<file path="src/rtl/battle_turn_ctrl.sv">
// Battleship game-flow controller: placement, alternating player/PC turns,
// life checks, per-turn player timeout, extra shot on hit, draw limit and restart.
module battle_turn_ctrl #(
    parameter int TURN_TIMEOUT = 50000000,
    parameter int TIMER_W      = 26,
    parameter int MAX_ROUNDS   = 50,
    parameter int ROUND_W      = 8,
    parameter int FIRST_PLAYER = 0,
    parameter int EXTRA_SHOT   = 1
) (
    input  logic               clk,
    input  logic               reset,
    input  logic               start,
    input  logic               end_move_barcos,
    input  logic               end_move_pc_barcos,
    input  logic               end_attack,
    input  logic               attack_hit,
    input  logic               end_pc_attack,
    input  logic               pc_hit,
    input  logic               dead_pc,
    input  logic               dead_player,
    output logic               en_put_barcos,
    output logic               en_attack,
    output logic               en_check_pc_life,
    output logic               en_pc_attack,
    output logic               en_check_player_life,
    output logic               game_over,
    output logic [1:0]         winner,
    output logic               timeout_pulse,
    output logic [TIMER_W-1:0] timer_left,
    output logic [ROUND_W-1:0] round_count
);

    typedef enum logic [2:0] {
        IDLE      = 3'd0,
        PLACE     = 3'd1,
        P_ATTACK  = 3'd2,
        P_CHECK   = 3'd3,
        PC_ATTACK = 3'd4,
        PC_CHECK  = 3'd5,
        OVER      = 3'd6
    } state_t;

    localparam logic [TIMER_W-1:0] TIMER_LOAD = TIMER_W'(TURN_TIMEOUT);
    localparam logic [ROUND_W-1:0] ROUND_MAX  = ROUND_W'(MAX_ROUNDS);

    state_t             state_q, state_d;
    logic               placeP_q, placeP_d;
    logic               placePc_q, placePc_d;
    logic               hit_q, hit_d;
    logic [TIMER_W-1:0] timer_q, timer_d;
    logic [ROUND_W-1:0] round_q, round_d;
    logic [1:0]         winner_q, winner_d;
    logic               pulse_q, pulse_d;
    logic [ROUND_W-1:0] roundInc;

    assign roundInc = (round_q == {ROUND_W{1'b1}}) ? round_q : round_q + 1'b1;

    always_ff @(posedge clk) begin
        if (!reset) begin
            state_q   <= IDLE;
            placeP_q  <= 1'b0;
            placePc_q <= 1'b0;
            hit_q     <= 1'b0;
            timer_q   <= '0;
            round_q   <= '0;
            winner_q  <= 2'b00;
            pulse_q   <= 1'b0;
        end else begin
            state_q   <= state_d;
            placeP_q  <= placeP_d;
            placePc_q <= placePc_d;
            hit_q     <= hit_d;
            timer_q   <= timer_d;
            round_q   <= round_d;
            winner_q  <= winner_d;
            pulse_q   <= pulse_d;
        end
    end

    always_comb begin
        state_d   = state_q;
        placeP_d  = placeP_q;
        placePc_d = placePc_q;
        hit_d     = hit_q;
        timer_d   = timer_q;
        round_d   = round_q;
        winner_d  = winner_q;
        pulse_d   = 1'b0;

        unique case (state_q)
            IDLE: begin
                if (start) state_d = PLACE;
            end
            PLACE: begin
                placeP_d  = placeP_q | end_move_barcos;
                placePc_d = placePc_q | end_move_pc_barcos;
                if (placeP_d && placePc_d) begin
                    placeP_d  = 1'b0;
                    placePc_d = 1'b0;
                    if (FIRST_PLAYER == 0) begin
                        state_d = P_ATTACK;
                        timer_d = TIMER_LOAD;
                    end else begin
                        state_d = PC_ATTACK;
                    end
                end
            end
            P_ATTACK: begin
                if (timer_q != '0) timer_d = timer_q - 1'b1;
                if (end_attack) begin
                    state_d = P_CHECK;
                    hit_d   = attack_hit;
                end else if (TURN_TIMEOUT != 0 && timer_q == TIMER_W'(1)) begin
                    state_d = PC_ATTACK;
                    pulse_d = 1'b1;
                    if (FIRST_PLAYER != 0) begin
                        round_d = roundInc;
                        if (MAX_ROUNDS != 0 && roundInc == ROUND_MAX) begin
                            state_d  = OVER;
                            winner_d = 2'b11;
                        end
                    end
                end
            end
            P_CHECK: begin
                if (dead_pc) begin
                    state_d  = OVER;
                    winner_d = 2'b01;
                end else if (EXTRA_SHOT != 0 && hit_q) begin
                    state_d = P_ATTACK;
                    timer_d = TIMER_LOAD;
                end else begin
                    state_d = PC_ATTACK;
                    if (FIRST_PLAYER != 0) begin
                        round_d = roundInc;
                        if (MAX_ROUNDS != 0 && roundInc == ROUND_MAX) begin
                            state_d  = OVER;
                            winner_d = 2'b11;
                        end
                    end
                end
            end
            PC_ATTACK: begin
                if (end_pc_attack) begin
                    state_d = PC_CHECK;
                    hit_d   = pc_hit;
                end
            end
            PC_CHECK: begin
                if (dead_player) begin
                    state_d  = OVER;
                    winner_d = 2'b10;
                end else if (EXTRA_SHOT != 0 && hit_q) begin
                    state_d = PC_ATTACK;
                end else begin
                    state_d = P_ATTACK;
                    timer_d = TIMER_LOAD;
                    if (FIRST_PLAYER == 0) begin
                        round_d = roundInc;
                        // A draw ends the game instead of starting the next player turn.
                        if (MAX_ROUNDS != 0 && roundInc == ROUND_MAX) begin
                            state_d  = OVER;
                            winner_d = 2'b11;
                            timer_d  = timer_q;
                        end
                    end
                end
            end
            OVER: begin
                if (start) begin
                    state_d   = IDLE;
                    round_d   = '0;
                    winner_d  = 2'b00;
                    placeP_d  = 1'b0;
                    placePc_d = 1'b0;
                end
            end
            default: state_d = IDLE;
        endcase
    end

    assign en_put_barcos        = (state_q == PLACE);
    assign en_attack            = (state_q == P_ATTACK);
    assign en_check_pc_life     = (state_q == P_CHECK);
    assign en_pc_attack         = (state_q == PC_ATTACK);
    assign en_check_player_life = (state_q == PC_CHECK);
    assign game_over            = (state_q == OVER);
    assign winner               = winner_q;
    assign timeout_pulse        = pulse_q;
    assign timer_left           = timer_q;
    assign round_count          = round_q;

endmodule

</file>
<file path="config.mk">
export PLATFORM = sky130hd
export DESIGN_NAME = battle_turn_ctrl
export DESIGN_NICKNAME = d
export VERILOG_FILES = /design/src/rtl/battle_turn_ctrl.sv
export SDC_FILE = /design/constraint.sdc
export NUM_CORES = 1
export LEC_CHECK = 0
export ABC_AREA = 1
export BUFFER_PORTS_ARGS = -buffer_cell sky130_fd_sc_hd__buf_2
export CORE_AREA = 2 2 81 113
export CTS_CLUSTER_DIAMETER = 50
export CTS_CLUSTER_SIZE = 16
export DETAILED_ROUTE_END_ITERATION = 6
export DIE_AREA = 0 0 83 115
export PLACE_DENSITY = 0.51
export SLEW_MARGIN = 5
export SYNTH_ARGS = -nofsm -noshare
export SYNTH_HDL_FRONTEND = slang
export SYNTH_SLANG_ARGS = --single-unit
export TNS_END_PERCENT = 10
</file>
<file path="constraint.sdc">
create_clock -name clk -period 4.28 [get_ports clk]
set_clock_uncertainty 0.1 [all_clocks]
set_input_delay 0.856 -clock clk [delete_from_list [all_inputs] [get_ports clk]]
set_output_delay 0.856 -clock clk [all_outputs]
set_load 0.05 [all_outputs]
</file>
==> results_dict.tcl, run 1 <==
set metrics [dict create \
    ys_warn_count 0 \
    place_ws_ns 1.44 \
    n_fill_cell 936 \
    rsz0062_at_grt "no" \
    status "complete, no violations" \
    hp-class "reg2reg" \
    fin_tns_setup_ns 0 \
    synth_nets 484 \
    path_class "reg2out" \
    vias 3135 \
    dpl.hpwl_mm 6.17 \
    worstPathMaxFanout 6 \
    cp-start-kind "flop" \
    die_area_mm2 0.00955 \
    numPlacedInstances 617 \
    fin_cells 624 \
    antenna_cells 0 \
    antenna_found_initial 0 \
    post_cts_buffers 0 \
    max-cap-violations 0 \
    clockBufferDepth 2 \
    clock_latency_ns 0.28 \
    cts_root_buffer "clkbuf_16" \
    drc_errors 0 \
    grt_overflow 0 \
    multi_input_area_mm2 0.00181 \
    clock_sinks 43 \
    ys_seq_area_share_pct 29.6 \
    drtAntennaViolNets 0 \
    p_total_uw 2280 \
    cts_buffers 5 \
    netlist_area_mm2 0.00291 \
    drt_iter0_markers 81 \
    setup_viol 0 \
    cts_tree "built" \
    post-route-min-period_ns 2.59 \
    synth.avg_cell_area_um2 6.19 \
    area_growth_pct 16.5 \
    drtPass1Iterations 4 \
    viasPerCell 5.02 \
    layout.nets 534 \
    synthFlopType "dfxtp_1" \
    async_flop_share_pct 0 \
    synth-edff-count 0 \
    ys_seq_elements 43 \
    critical_path.endpoint_type "output pin" \
    tightest_slew_ns 0.712 \
    gp_congestion 0.866 \
    required_ns 3.32 \
    finalWirelength_mm 8.37 \
    core_area_mm2 0.00856 \
    max_freq_ghz 0.386 \
    die_w_um 83 \
    regArea_um2 861 \
    grt_pass1_wl_mm 13.9 \
    wl_per_cell_um 13.4 \
    ioPinCount 54 \
    track_usage_pct 17.6 \
    p_per_area_mw_per_mm2 673 \
    hold_viol 0 \
    drive_gt1_share_pct 16.6 \
    fin_crit_sh_pct 60.5 \
    synthCells 469 \
    grt_max_degree 32 \
    portBuffers 53 \
    std_cell_rows 40 \
    ys_types 34 \
    h-tree-depth 2 \
    power_leakage_uw 0.00157 \
    relSlewSlack_pct 52.4 \
    fp.dieH_um 115 \
    grt_pass1_vias 2970 \
    worst_slack_ns 1.69 \
    final_util_pct 39.5 \
    cp.arrival_ns 1.63 \
    final_max_slew_viol_count 0 \
    path_clk_slew_ns 0.07 \
    initial_core_util_pct 33.9 \
    post_cts_resize_count 0 \
    peakVddDrop_mv 0.306 \
    cts_hold_buf 0 \
]
## logic make-up after synthesis
group	Yosys count	share of synthesized area, %
xor gates and xnor gates	13	3.92
AOI/OAI and AO/OA	61	11.2
adders and majority gates	4	1.72
DFF	43	29.6
buffers and inverters	54	8.05
and+or+nand+nor	293	45.1
muxes	1	0.345
## cells in the mapped netlist, types with 4 or more instances
library cell | count | area share [%]
xnor2_1 | 6 | 1.8
buf_4 | 4 | 1.0
nand4_1 | 9 | 1.9
nand3_1 | 73 | 13
o21ai_0 | 11 | 1.9
inv_1 | 38 | 4.9
a21oi_1 | 42 | 7.2
nor2_1 | 68 | 8.8
dfxtp_1 | 43 | 30
xor2_1 | 7 | 2.1
nand2_1 | 115 | 15
clkbuf_1 | 5 | 0.65
nor3_1 | 6 | 1.0
ha_1 | 4 | 1.7
or2_2 | 11 | 2.4
## critical path, cell delays in order, from the launching register on
cell and delay (ns):
dfxtp_1 0.36, or2_2 0.36, nor2_1 0.29, buf_2 0.33
## per-layer routing
metal	GRT usage [%]	vias up	wire length [µm]
li1	-	1642	-
met1	20.9	1420	3760
met2	32.6	65	4210
met3	2.37	8	285
met4	6.23	0	121
met5	0	-	0
## per-stage QoR
stage,instance area [µm²],hold slack (ns)
2_1_floorplan,2910,0.394
5_1_grt,3380,0.380
6_report,3380,0.365
3_5_place_dp,3240,0.357
4_1_cts,3380,0.368
3_3_place_gp,3240,0.350
## layout by cell type (no fill, tap or decap), types with 2 or more instances in the layout
| cell | count |
|---|---|
| nand2_1 | 115 |
| nand3_1 | 73 |
| nor2_1 | 68 |
| buf_2 | 53 |
| dfxtp_1 | 43 |
| a21oi_1 | 42 |
| inv_1 | 38 |
| or2_2 | 11 |
| o21ai_0 | 11 |
| nand4_1 | 9 |
| xor2_1 | 7 |
| xnor2_1 | 6 |
| nor3_1 | 6 |
| clkbuf_16 | 5 |
| ha_1 | 4 |
| inv_2 | 3 |
| o21bai_1 | 3 |
| nor2_4 | 2 |
| nand2_2 | 2 |
| nor2_2 | 2 |
| buf_4 | 2 |
## area by class of cell
cell class | instances | area share [%]
timing repair buffer | 55 | 8.28
sequential | 43 | 25.4
clock inverter | 1 | 0.148
multi-input combinational | 372 | 53.5
inverter | 42 | 4.66
clock buffer | 6 | 4.10
tap | 105 | 3.88
## power by group
group / total (µW) / leakage (µW) / internal (µW) / switching, µW
Sequential: 562 / 0.000350 / 475 / 87.4
Clock: 387 / 0.0000727 / 228 / 159
Combinational: 1330 / 0.00115 / 412 / 917
## worst paths after layout
check,start,end,slack (ns),depth (start not counted)
worst min-delay path,winner[1],winner[1],0.37,2
worst max-delay path,state_q[0],en_pc_attack,1.69,3
worst max register to register,state_q[2],timer_left[9],1.79,9
worst min register to register,winner[1],winner[1],0.37,2
## state kept, by name, summed over array words and instances, names as in the netlist
register,count
winner,2
timer_left,26
state_q,3
timeout_pulse,1
hit_q,1
placePc_q,1
round_count,8
placeP_q,1
Note: power is estimated with default switching activity, not from simulation.
==> run 2, diff against run 1 <==
Clock period 4.28 ns to 2.7 ns, I/O delays scaled along.
==> run 2 against run 1 <==
Compared with the run above: sequential share of layout area shrank 0.17 points; cell count rose by 0.48%; setup slack got worse by 1.3 ns; first-iteration DRC count down 21%; die area unchanged; critical path type unchanged; largest cell class unchanged; largest power group unchanged.
==> results_dict.tcl, run 2 (same netlist as run 1, synthesis figures left out) <==
set metrics [dict create \
    final_common_cell "nand2_1" \
    p_per_area_mw_per_mm2 1070 \
    drive_gt1_share_pct 17.0 \
    relSlewSlack_pct 68.6 \
    cts_root_buffer "clkbuf_16" \
    setup.worst_path.start "state_q[0]" \
    drtAntennaViolNets 0 \
    rsz0062_at_grt "no" \
    initial_core_util_pct 33.9 \
    place_ws_ns 0.472 \
    vias 3156 \
    path_class "reg2out" \
    peakVddDrop_mv 0.608 \
    area_growth_pct 17.3 \
    die_area_mm2 0.00955 \
    grt_pass1_vias 2943 \
    antenna_found_initial 0 \
    setup_viol 0 \
    power_leakage_uw 0.00158 \
    path_clk_slew_ns 0.06 \
    grt_overflow 0 \
    crit_end "en_pc_attack" \
    hp-class "reg2reg" \
    worst_slack_ns 0.437 \
    clockBufferDepth 2 \
    portBuffers 53 \
    wl_per_cell_um 13.3 \
    clock_sinks 43 \
    die_w_um 83 \
    gp_congestion 0.860 \
    grt_max_degree 36 \
    top_layer "met4" \
    critical_path.endpoint_type "output pin" \
    post_cts_buffers 0 \
    drt_iter0_markers 64 \
    worstPathMaxFanout 6 \
    cts_buffers 5 \
    cp-start-kind "flop" \
    final_max_slew_viol_count 0 \
    route.met3.wl_um 345 \
    status "complete, no violations" \
    post_cts_resize_count 0 \
    drc_errors 0 \
    fin_tns_setup_ns 0 \
    hold_viol 0 \
    n_fill_cell 971 \
    fin_crit_sh_pct 83.8 \
    required_ns 2.06 \
    tightest_slew_ns 0.470 \
    std_cell_rows 40 \
    met2WireLength_mm 4.34 \
    r2r_setup_slack_ns 0.49 \
    viasPerCell 5.03 \
    antenna_cells 0 \
    drtPass1Iterations 4 \
    core_area_mm2 0.00856 \
    finalWirelength_mm 8.35 \
    post-route-min-period_ns 2.26 \
    fp.dieH_um 115 \
    track_usage_pct 18.1 \
    largest_register_ffs 26 \
    layout.nets 537 \
    max_freq_ghz 0.442 \
    max-cap-violations 0 \
    clock_latency_ns 0.29 \
    rr_startpoint "round_count[1]" \
    reg2reg_depth 12 \
    dpl.hpwl_mm 6.19 \
    cts_hold_buf 0 \
    h-tree-depth 2 \
    cp.arrival_ns 1.62 \
    holdWs_ns 0.364 \
    wl_met1_mm 3.57 \
    grt_pass1_wl_mm 14.2 \
    final_cell_mix "nand2_1 (115), nand3_1 (73), nor2_1 (68)" \
    cts_tree "built" \
    r2r-end "timer_left[13]" \
    ioPinCount 54 \
]
## run 2: cell types whose count changed in the layout (fill, tap and decap cells not counted)
cell	previous run	this run
buf_4	2	5
## run 2: worst max-delay path: stages, from the launching register on
cell	delay (ns)
dfxtp_1	0.37
or2_2	0.36
nor2_1	0.27
buf_2	0.33
## run 2: power by group
group	leakage, µW	total [µW]	internal (µW)	switching (µW)
combinational	0.00116	2140	683	1460
clock	0.0000727	616	362	255
sequential	0.000350	890	752	138
total	0.00158	3650	1800	1850
## run 2: final cells by class
cell class / instances / area (µm²) / share of cell area [%]
repair buffers: 58 / 303 / 8.89
well taps: 105 / 131 / 3.86
clock inverters: 1 / 5.00 / 0.147
clock buffers: 6 / 139 / 4.08
flip-flops and latches: 43 / 861 / 25.3
inverters: 42 / 158 / 4.63
multi-input cells: 372 / 1810 / 53.1
## run 2: worst min path at each step
stage	startpoint	end	cells past startpoint
after floorplan	placeP_q	placeP_q	2
after global placement	winner[0]	winner[0]	2
after detailed placement	winner[0]	winner[0]	2
after CTS	winner[0]	winner[0]	2
after global routing	winner[0]	winner[0]	2
final	winner[0]	winner[0]	2
## run 2: per-stage QoR
stage	utilization [%]	std cells	power, µW	area, µm²
2_1_floorplan	-	469	2610	2910
3_3_place_gp	38.1	620	3050	3260
3_5_place_dp	38.1	620	3060	3260
4_1_cts	39.8	627	3700	3410
5_1_grt	39.8	627	3990	3410
6_report	39.8	627	3650	3410
## run 2: layer usage
metal / vias to the layer above / GRT usage (%)
met3: 6 / 2.94
met1: 1438 / 21.1
met4: 0 / 5.46
met2: 70 / 34.0
met5: - / 0
li1: 1642 / -
